--- src/rtl/dcache_port_arbiter_if.sv ---
// Request/response bus between the data-cache port arbiter and the dcache.
// The arbiter is the master (issues requests); the cache is the slave.
interface dcache_port_arbiter_if;
    logic        dc_req;
    logic        dc_wr;
    logic [1:0]  dc_size;
    logic [3:0]  dc_wstrb;
    logic [31:0] dc_addr;
    logic [31:0] dc_wdata;
    logic        dc_addr_ok;
    logic        dc_data_ok;
    logic [31:0] dc_rdata;

    modport master (
        output dc_req, dc_wr, dc_size, dc_wstrb, dc_addr, dc_wdata,
        input  dc_addr_ok, dc_data_ok, dc_rdata
    );

    modport slave (
        input  dc_req, dc_wr, dc_size, dc_wstrb, dc_addr, dc_wdata,
        output dc_addr_ok, dc_data_ok, dc_rdata
    );
endinterface

--- src/rtl/dcache_port_arbiter.sv ---
// Shares one dcache port between the two MEM pipeline paths: fixed-priority grant held
// until accepted, in-order owner/drop tag FIFO to route or discard responses.
module dcache_port_arbiter #(
    parameter int DEPTH = 4
) (
    input  logic                  clk,
    input  logic                  reset,
    input  logic                  p0_req,
    input  logic                  p1_req,
    input  logic                  p0_wr,
    input  logic                  p1_wr,
    input  logic [1:0]            p0_size,
    input  logic [1:0]            p1_size,
    input  logic [3:0]            p0_wstrb,
    input  logic [3:0]            p1_wstrb,
    input  logic [31:0]           p0_addr,
    input  logic [31:0]           p1_addr,
    input  logic [31:0]           p0_wdata,
    input  logic [31:0]           p1_wdata,
    output logic                  p0_addr_ok,
    output logic                  p1_addr_ok,
    output logic                  p0_data_ok,
    output logic                  p1_data_ok,
    output logic [31:0]           p_rdata,
    input  logic                  flush,
    dcache_port_arbiter_if.master dc,
    output logic                  busy,
    output logic                  proto_err
);
    localparam int PTR_W = $clog2(DEPTH);

    typedef enum logic [1:0] {IDLE, HOLD0, HOLD1} state_t;

    state_t           state;
    logic             hold_flushed;
    logic [PTR_W-1:0] rd_ptr, wr_ptr;
    logic [PTR_W:0]   count;
    logic [DEPTH-1:0] owner_q, drop_q, valid;
    logic             grant_act, grant_sel, full, push, pop, push_drop;

    // NOTE: every always_comb output gets a default first so no latch can be inferred.
    always_comb begin
        grant_act = 1'b0;
        grant_sel = 1'b0;
        unique case (state)
            IDLE: begin
                grant_act = p0_req | p1_req;
                grant_sel = !p0_req;
            end
            HOLD0: grant_act = 1'b1;
            HOLD1: begin
                grant_act = 1'b1;
                grant_sel = 1'b1;
            end
            default: ;
        endcase
    end

    assign full      = (count == (PTR_W+1)'(DEPTH));
    assign dc.dc_req = grant_act & !full & !((state == IDLE) & flush);

    always_comb begin
        dc.dc_wr    = 1'b0;
        dc.dc_size  = '0;
        dc.dc_wstrb = '0;
        dc.dc_addr  = '0;
        dc.dc_wdata = '0;
        if (dc.dc_req) begin
            dc.dc_wr    = grant_sel ? p1_wr    : p0_wr;
            dc.dc_size  = grant_sel ? p1_size  : p0_size;
            dc.dc_wstrb = grant_sel ? p1_wstrb : p0_wstrb;
            dc.dc_addr  = grant_sel ? p1_addr  : p0_addr;
            dc.dc_wdata = grant_sel ? p1_wdata : p0_wdata;
        end
    end

    assign push       = dc.dc_req & dc.dc_addr_ok;
    assign pop        = dc.dc_data_ok & (count != '0);
    assign push_drop  = flush | hold_flushed;
    assign p0_addr_ok = push & !grant_sel;
    assign p1_addr_ok = push & grant_sel;
    assign p0_data_ok = pop & !owner_q[rd_ptr] & !drop_q[rd_ptr];
    assign p1_data_ok = pop & owner_q[rd_ptr] & !drop_q[rd_ptr];
    assign p_rdata    = dc.dc_rdata;
    assign busy       = (count != '0) | (state != IDLE);

    // Entry i is live when its distance from the head is below the occupancy.
    always_comb begin
        valid = '0;
        for (int i = 0; i < DEPTH; i++) begin
            logic [PTR_W-1:0] offs;
            offs     = PTR_W'(i) - rd_ptr;
            valid[i] = ({1'b0, offs} < count);
        end
    end

    // NOTE: sequential state is assigned with <= only, so every register samples pre-edge values.
    always_ff @(posedge clk) begin
        if (reset) begin
            state        <= IDLE;
            hold_flushed <= 1'b0;
            rd_ptr       <= '0;
            wr_ptr       <= '0;
            count        <= '0;
            drop_q       <= '0;
            proto_err    <= 1'b0;
        end else begin
            unique case (state)
                IDLE: if (dc.dc_req && !dc.dc_addr_ok) state <= grant_sel ? HOLD1 : HOLD0;
                HOLD0, HOLD1: begin
                    if (push) begin
                        state        <= IDLE;
                        hold_flushed <= 1'b0;
                    end else if (flush) begin
                        hold_flushed <= 1'b1;
                    end
                end
                default: state <= IDLE;
            endcase
            if (flush) drop_q <= drop_q | valid;
            if (push) begin
                drop_q[wr_ptr] <= push_drop;
                wr_ptr         <= wr_ptr + 1'b1;
            end
            if (pop) rd_ptr <= rd_ptr + 1'b1;
            count <= count + (PTR_W+1)'(push) - (PTR_W+1)'(pop);
            if (dc.dc_data_ok && count == '0) proto_err <= 1'b1;
        end
    end

    // NOTE: owner storage is not reset; an entry is only read while count marks it live.
    always_ff @(posedge clk) begin
        if (push) owner_q[wr_ptr] <= grant_sel;
    end
endmodule

--- src/flat_wrapper.sv ---
// flat-port wrapper written by rule: the top's interface ports become plain ports
module dcache_port_arbiter_flat 
#(
    parameter int DEPTH = 4
)
  (clk, reset, p0_req, p1_req, p0_wr, p1_wr, p0_size, p1_size, p0_wstrb, p1_wstrb, p0_addr, p1_addr, p0_wdata, p1_wdata, p0_addr_ok, p1_addr_ok, p0_data_ok, p1_data_ok, p_rdata, flush, busy, proto_err, dc_dc_req, dc_dc_wr, dc_dc_size, dc_dc_wstrb, dc_dc_addr, dc_dc_wdata, dc_dc_addr_ok, dc_dc_data_ok, dc_dc_rdata);
  dcache_port_arbiter_if dc_i ();
  input  logic clk;
  input  logic reset;
  input  logic p0_req;
  input  logic p1_req;
  input  logic p0_wr;
  input  logic p1_wr;
  input  logic [1:0] p0_size;
  input  logic [1:0] p1_size;
  input  logic [3:0] p0_wstrb;
  input  logic [3:0] p1_wstrb;
  input  logic [31:0] p0_addr;
  input  logic [31:0] p1_addr;
  input  logic [31:0] p0_wdata;
  input  logic [31:0] p1_wdata;
  output logic p0_addr_ok;
  output logic p1_addr_ok;
  output logic p0_data_ok;
  output logic p1_data_ok;
  output logic [31:0] p_rdata;
  input  logic flush;
  output logic busy;
  output logic proto_err;
  output wire logic [$bits(dc_i.dc_req)-1:0] dc_dc_req;
  output wire logic [$bits(dc_i.dc_wr)-1:0] dc_dc_wr;
  output wire logic [$bits(dc_i.dc_size)-1:0] dc_dc_size;
  output wire logic [$bits(dc_i.dc_wstrb)-1:0] dc_dc_wstrb;
  output wire logic [$bits(dc_i.dc_addr)-1:0] dc_dc_addr;
  output wire logic [$bits(dc_i.dc_wdata)-1:0] dc_dc_wdata;
  input wire logic [$bits(dc_i.dc_addr_ok)-1:0] dc_dc_addr_ok;
  input wire logic [$bits(dc_i.dc_data_ok)-1:0] dc_dc_data_ok;
  input wire logic [$bits(dc_i.dc_rdata)-1:0] dc_dc_rdata;
  assign dc_dc_req = dc_i.dc_req;
  assign dc_dc_wr = dc_i.dc_wr;
  assign dc_dc_size = dc_i.dc_size;
  assign dc_dc_wstrb = dc_i.dc_wstrb;
  assign dc_dc_addr = dc_i.dc_addr;
  assign dc_dc_wdata = dc_i.dc_wdata;
  assign dc_i.dc_addr_ok = dc_dc_addr_ok;
  assign dc_i.dc_data_ok = dc_dc_data_ok;
  assign dc_i.dc_rdata = dc_dc_rdata;
  dcache_port_arbiter #(.DEPTH(DEPTH)) u_core (.clk(clk), .reset(reset), .p0_req(p0_req), .p1_req(p1_req), .p0_wr(p0_wr), .p1_wr(p1_wr), .p0_size(p0_size), .p1_size(p1_size), .p0_wstrb(p0_wstrb), .p1_wstrb(p1_wstrb), .p0_addr(p0_addr), .p1_addr(p1_addr), .p0_wdata(p0_wdata), .p1_wdata(p1_wdata), .p0_addr_ok(p0_addr_ok), .p1_addr_ok(p1_addr_ok), .p0_data_ok(p0_data_ok), .p1_data_ok(p1_data_ok), .p_rdata(p_rdata), .flush(flush), .dc(dc_i), .busy(busy), .proto_err(proto_err));
endmodule
--- config.mk ---
export PLATFORM = sky130hd
export DESIGN_NAME = dcache_port_arbiter_flat
export DESIGN_NICKNAME = d
export VERILOG_FILES = /design/src/rtl/dcache_port_arbiter_if.sv /design/src/rtl/dcache_port_arbiter.sv /design/src/flat_wrapper.sv
export SDC_FILE = /design/constraint.sdc
export NUM_CORES = 1
export LEC_CHECK = 0
export BUFFER_PORTS_ARGS = -buffer_cell sky130_fd_sc_hd__buf_2
export CAP_MARGIN = 0
export CORE_AREA = 10 10 106 108
export CTS_BUF_LIST = sky130_fd_sc_hd__clkbuf_8 sky130_fd_sc_hd__clkbuf_16
export DETAILED_ROUTE_END_ITERATION = 12
export DIE_AREA = 0 0 116 118
export PLACE_DENSITY = 0.7
export SLEW_MARGIN = 20
export SYNTH_ARGS = -nofsm -noshare
export SYNTH_HDL_FRONTEND = slang
export SYNTH_SLANG_ARGS = --single-unit
--- constraint.sdc ---
create_clock -name clk -period 3.7 [get_ports clk]
set_input_delay 1.11 -clock clk [delete_from_list [all_inputs] [get_ports clk]]
set_output_delay 1.11 -clock clk [all_outputs]
set_load 0.005 [all_outputs]
==> Word level (Yosys, flattened, before mapping) <==
Index checks and enable logic that the tools add are counted.
{ "classes": {"n_addsub": 8, "magnitude_cmp": 7, "eq_ne": 5, "mux": 29, "n_bitwise": 15, "n_reduce_logical": 18} }
{ "op_table": {"columns": ["operator", "n"], "rows": [
  ["$mux 32", 4],
  ["$mux 4", 5],
  ["$lt 2x3->1", 4],
  ["$and 1x1->1", 11],
  ["$mux 2", 5],
  ["$bwmux 4", 2],
  ["$logic_not 1->1", 7],
  ["$mux 1", 7],
  ["$lt 2x3->1 const B", 2],
  ["$add 2x1->2 const B", 2],
  ["$bmux 1 s2", 2],
  ["$or 4x4->4", 1],
  ["$pmux 1 s2", 2],
  ["$pmux 2 s2", 1],
  ["$reduce_and 2->1", 2],
  ["$reduce_bool 2->1", 2],
  ["$sub 1x2->2 const A", 2],
  ["$sub 2x2->2 const A", 2],
  ["$add 3x1->3", 1],
  ["$eq 3x3->1 const B", 1],
  ["$logic_and 1x1->1", 3],
  ["$logic_not 3->1", 1],
  ["$or 1x1->1", 3],
  ["$reduce_bool 3->1", 1],
  ["9 further kinds", 9]
]} }
{ "word_totals": {"reg_bits": 19, "input_bits": 181, "output_inout_bits": 110, "wordCells": 90} }

==> Longest topological paths before layout <==
{ "depth": {"ltp_word": 8, "ltp_mapped": 10, "depth_no_buf": 9} }

==> Least setup slack after synthesis <==
No wires, ideal clock.
{ "synth_path": {"path_kind": "input -> output", "startpoint": "input p0_req", "endpoint": "output dc_dc_addr[10]", "arrival_ns": 2.067, "t_required_ns": 2.590, "setup_slack_ns": 0.523, "path_stages": 6, "path_buffers": 2, "path_cell_list": "inv_1 a21oi_1 clkbuf_1 buf_1 nand2_1 a21oi_1"} }
{ "synth_via": {"elab_chain_len": 5, "elab_cells_between_ends": 8, "classes_between": "mux: 4; bitwise: 3; reduce/logical: 1"} }
{ "synth_lines": {"columns": ["item", "line", "rtl"], "rows": [
  ["start: declaration", "flat_wrapper.sv:10", "input logic p0_req;"],
  ["$or 1x1->1", "dcache_port_arbiter.sv:47", "grant_act = p0_req | p1_req;"],
  ["$pmux 1 s2", "dcache_port_arbiter.sv:45", "unique case (state)"],
  ["$and 1x1->1 (2 in series)", "dcache_port_arbiter.sv:60", "assign dc.dc_req = grant_act & !full & !((state == IDLE) & flush);"],
  ["$mux 32 *", "dcache_port_arbiter.sv:68", "if (dc.dc_req) begin"],
  ["end: declaration", "flat_wrapper.sv:34", "output wire logic [$bits(dc_i.dc_addr)-1:0] dc_dc_addr;"]
]} }
Mark *: on every way between the ends. The rest lies on a longest branch, timed or not.

==> Final worst setup path <==
{ "layout_path": {"startpoint": "input p0_req", "endpoint": "output dc_dc_addr[15]"} }
The elaborated chain is that of the path after synthesis.

==> flow_summary.toml <==
[finish]
area_delta_synth_final_pct = 42.9
layout.nets = 768
finish.utilization_pct = 38.5
diodes = 0
drive_gt1_share_pct = 43.9

[sta]
rsz0062_at_grt = "false"
worstMarginPinSlew_ps = 417
hold_violations = 0
period_minus_slack_ps = 3420
final_max_slew_viol_count = 0
setup_tns_ps = 0
setup_viol = 0
finalHoldWorstSlack_ps = 483
worst_slack_ps = 277
maxSlewHeadroom_pct = 72.2
min_period_over_period_pct = 92.5
fin_skew_ps = 4.98
maxClockFrequency_mhz = 292

[power_and_ir_drop]
power_mw = 1.60
ir_worst_vdd_uv = 213
p_leak_nw = 1.96
power_density_nw_per_um2 = 456

[yosys]
synth_compound_area_share_pct = 21.9
yosys_most_used_dff = "dfxtp_1"
synth.largest_area_cell = "nand2_1"
yosys.area_share.simple_pct = 32.1
yosysUniqueCellTypes = 38
synth_edf_count = 4
yosys-top-cells-area = "nand2_1 (22%), a21oi_1 (16%), dfxtp_1 (12%)"
ys_async_sr_fraction_pct = 0
syn_area_sq_um = 2460
synthAdderAreaFrac_pct = 7.43
yosysTopAreaCellShare_pct = 22.1
synth_cells = 397
synth_xor_area_share_pct = 2.14
yosysWarningCount = 0
synth_mux_area_share_pct = 2.24
synth_top_family_by_area = "simple AND/OR/NAND/NOR gates"
yosysSeqAreaShare_pct = 17.1
avgSynthCellArea_sq_um = 6.19
ys_seq_elements = 19
synth_nets = 592

[grt]
grt_pass1_wl_mm = 17.6
grt_pass1_vias = 3312
grt_usage_pct = 15.5
antenna_found_initial = 0
grt-ovfl-total = 0
grt_start_max_net_pins = 74

[min_path]
hp-class = "reg -> reg"

[die]
pin_count = 291
die_x_um = 116
dieHeight_um = 118
core_region_area_sq_um = 9110
initial_utilization_pct = 27.0
rows = 35
dieArea_sq_um = 13700

[cts]
cts_sinks = 19
clk_latency_ps = 260
cts_buffers = 3
cts_root_buf = "clkbuf_8"
cts_setup_buffers = 0
hold_buffers = 0
htreeDepth = 1
cts_tree = "yes"
path_clk_slew_ps = 70
cts-resized-gates = 0
clock_path_buffers = 2

[routing]
vias_per_cell = 4.72
drc = 0
drt_iter0_drc = 157
detail-route-antenna-nets = 0
drt_pass1_iterations = 4
wire_per_inst_um = 16.8
drt_wl_total_mm = 11.5
num_vias = 3223

[outcome]
outcome = "finished, final reports clean"

[place]
port_buffers = 226
place_worst_setup_slack_ps = 261
hpwl_mm = 9.88
gp_congestion = 0.827

[worst_setup_path]
critPathArrivalTime_ps = 2310
cp.required_ps = 2590
end_kind = "output pin"
criticalPathCategory = "in -> out"
start_kind = "input pin"
critPathMaxFanout = 47

[flow_run]
cap_violations = 0
-- per-stage QoR --
stage / instances / cell area (sq um)
after floorplan: 397 / 2460
after global placement: 679 / 3460
after detailed placement: 679 / 3460
after CTS: 683 / 3510
after global routing: 683 / 3510
final: 683 / 3510
-- report_power, final --
group          internal [mW]  leakage [nW]  switching (mW)
clock network         0.0760        0.0217          0.0747
registers              0.264         0.159          0.0558
logic                  0.500          1.78           0.629
-- cell usage in the layout (no fill, tap or decap), types with 6 or more instances in the layout --
master	synthesis	final
a21oi_1	77	76
buf_2	2	226
dfxtp_1	15	15
ha_1	13	13
inv_1	17	16
nand2_1	145	145
nor2_1	12	12
xnor2_1	6	6
-- area by class of cell --
| type | count | area [sq um] |
|---|---|---|
| clock buffers | 3 | 41.3 |
| clock inverters | 1 | 7.51 |
| fillers | 979 | 5600 |
| inverters | 18 | 67.6 |
| multi-input cells | 300 | 1630 |
| flip-flops and latches | 19 | 420 |
| well taps | 111 | 139 |
| repair buffers | 231 | 1210 |
-- routing by layer --
metal / vias to the layer above / track usage, % / wire length, um
met3: 11 / 7.34 / 1310
li1: 1620 / - / -
met4: 0 / 2.35 / 100
met1: 1434 / 16.4 / 4140
met2: 158 / 27.6 / 5950
met5: - / 0 / 0
-- registers in the layout, indices dropped and copies added (netlist names) --
name	count
u_core.wr_ptr	2
u_core.state	2
u_core.hold_flushed	1
u_core.proto_err	1
u_core.drop_q	4
u_core.owner_q	4
u_core.rd_ptr	2
u_core.count	3
-- Yosys cell counts (all sizes together) (4+ instances only) --
master  instances
nand2b          4
a21oi          78
and3            4
dfxtp          15
edfxtp          4
inv            18
buf            40
ha             13
o31ai           4
nor2           12
nand2         145
nand4           4
xnor2           6
clkbuf         20
-- worst max-delay path: stages --
cell,delay (ps)
buf_2,110
inv_1,90
a21oi_4,80
inv_2,230
buf_12,250
nand2_1,80
a21oi_1,180
buf_2,150
-- cells by family (layout without fill, tap and decap cells) --
| family | Yosys count | count (layout) |
|---|---|---|
| fa+ha+maj | 14 | 14 |
| buf+inv | 78 | 253 |
| flops | 19 | 19 |
| xor+xnor | 6 | 6 |
| simple gates | 182 | 182 |
| compound gates | 95 | 95 |
| mux | 3 | 3 |
-- worst paths after layout --
path	end	cells past startpoint	from	slack [ps]
worst min-delay path	u_core.proto_err$_SDFFE_PP0P_	2	u_core.proto_err$_SDFFE_PP0P_	480
worst max-delay path	dc_dc_addr[15]	8	p0_req	280
worst min register to register	u_core.proto_err$_SDFFE_PP0P_	2	u_core.proto_err$_SDFFE_PP0P_	480
worst max register to register	u_core.count[1]$_SDFF_PP0_	8	u_core.state[0]$_SDFFE_PP0P_	1300
Note: power is estimated with default switching activity, not from simulation.
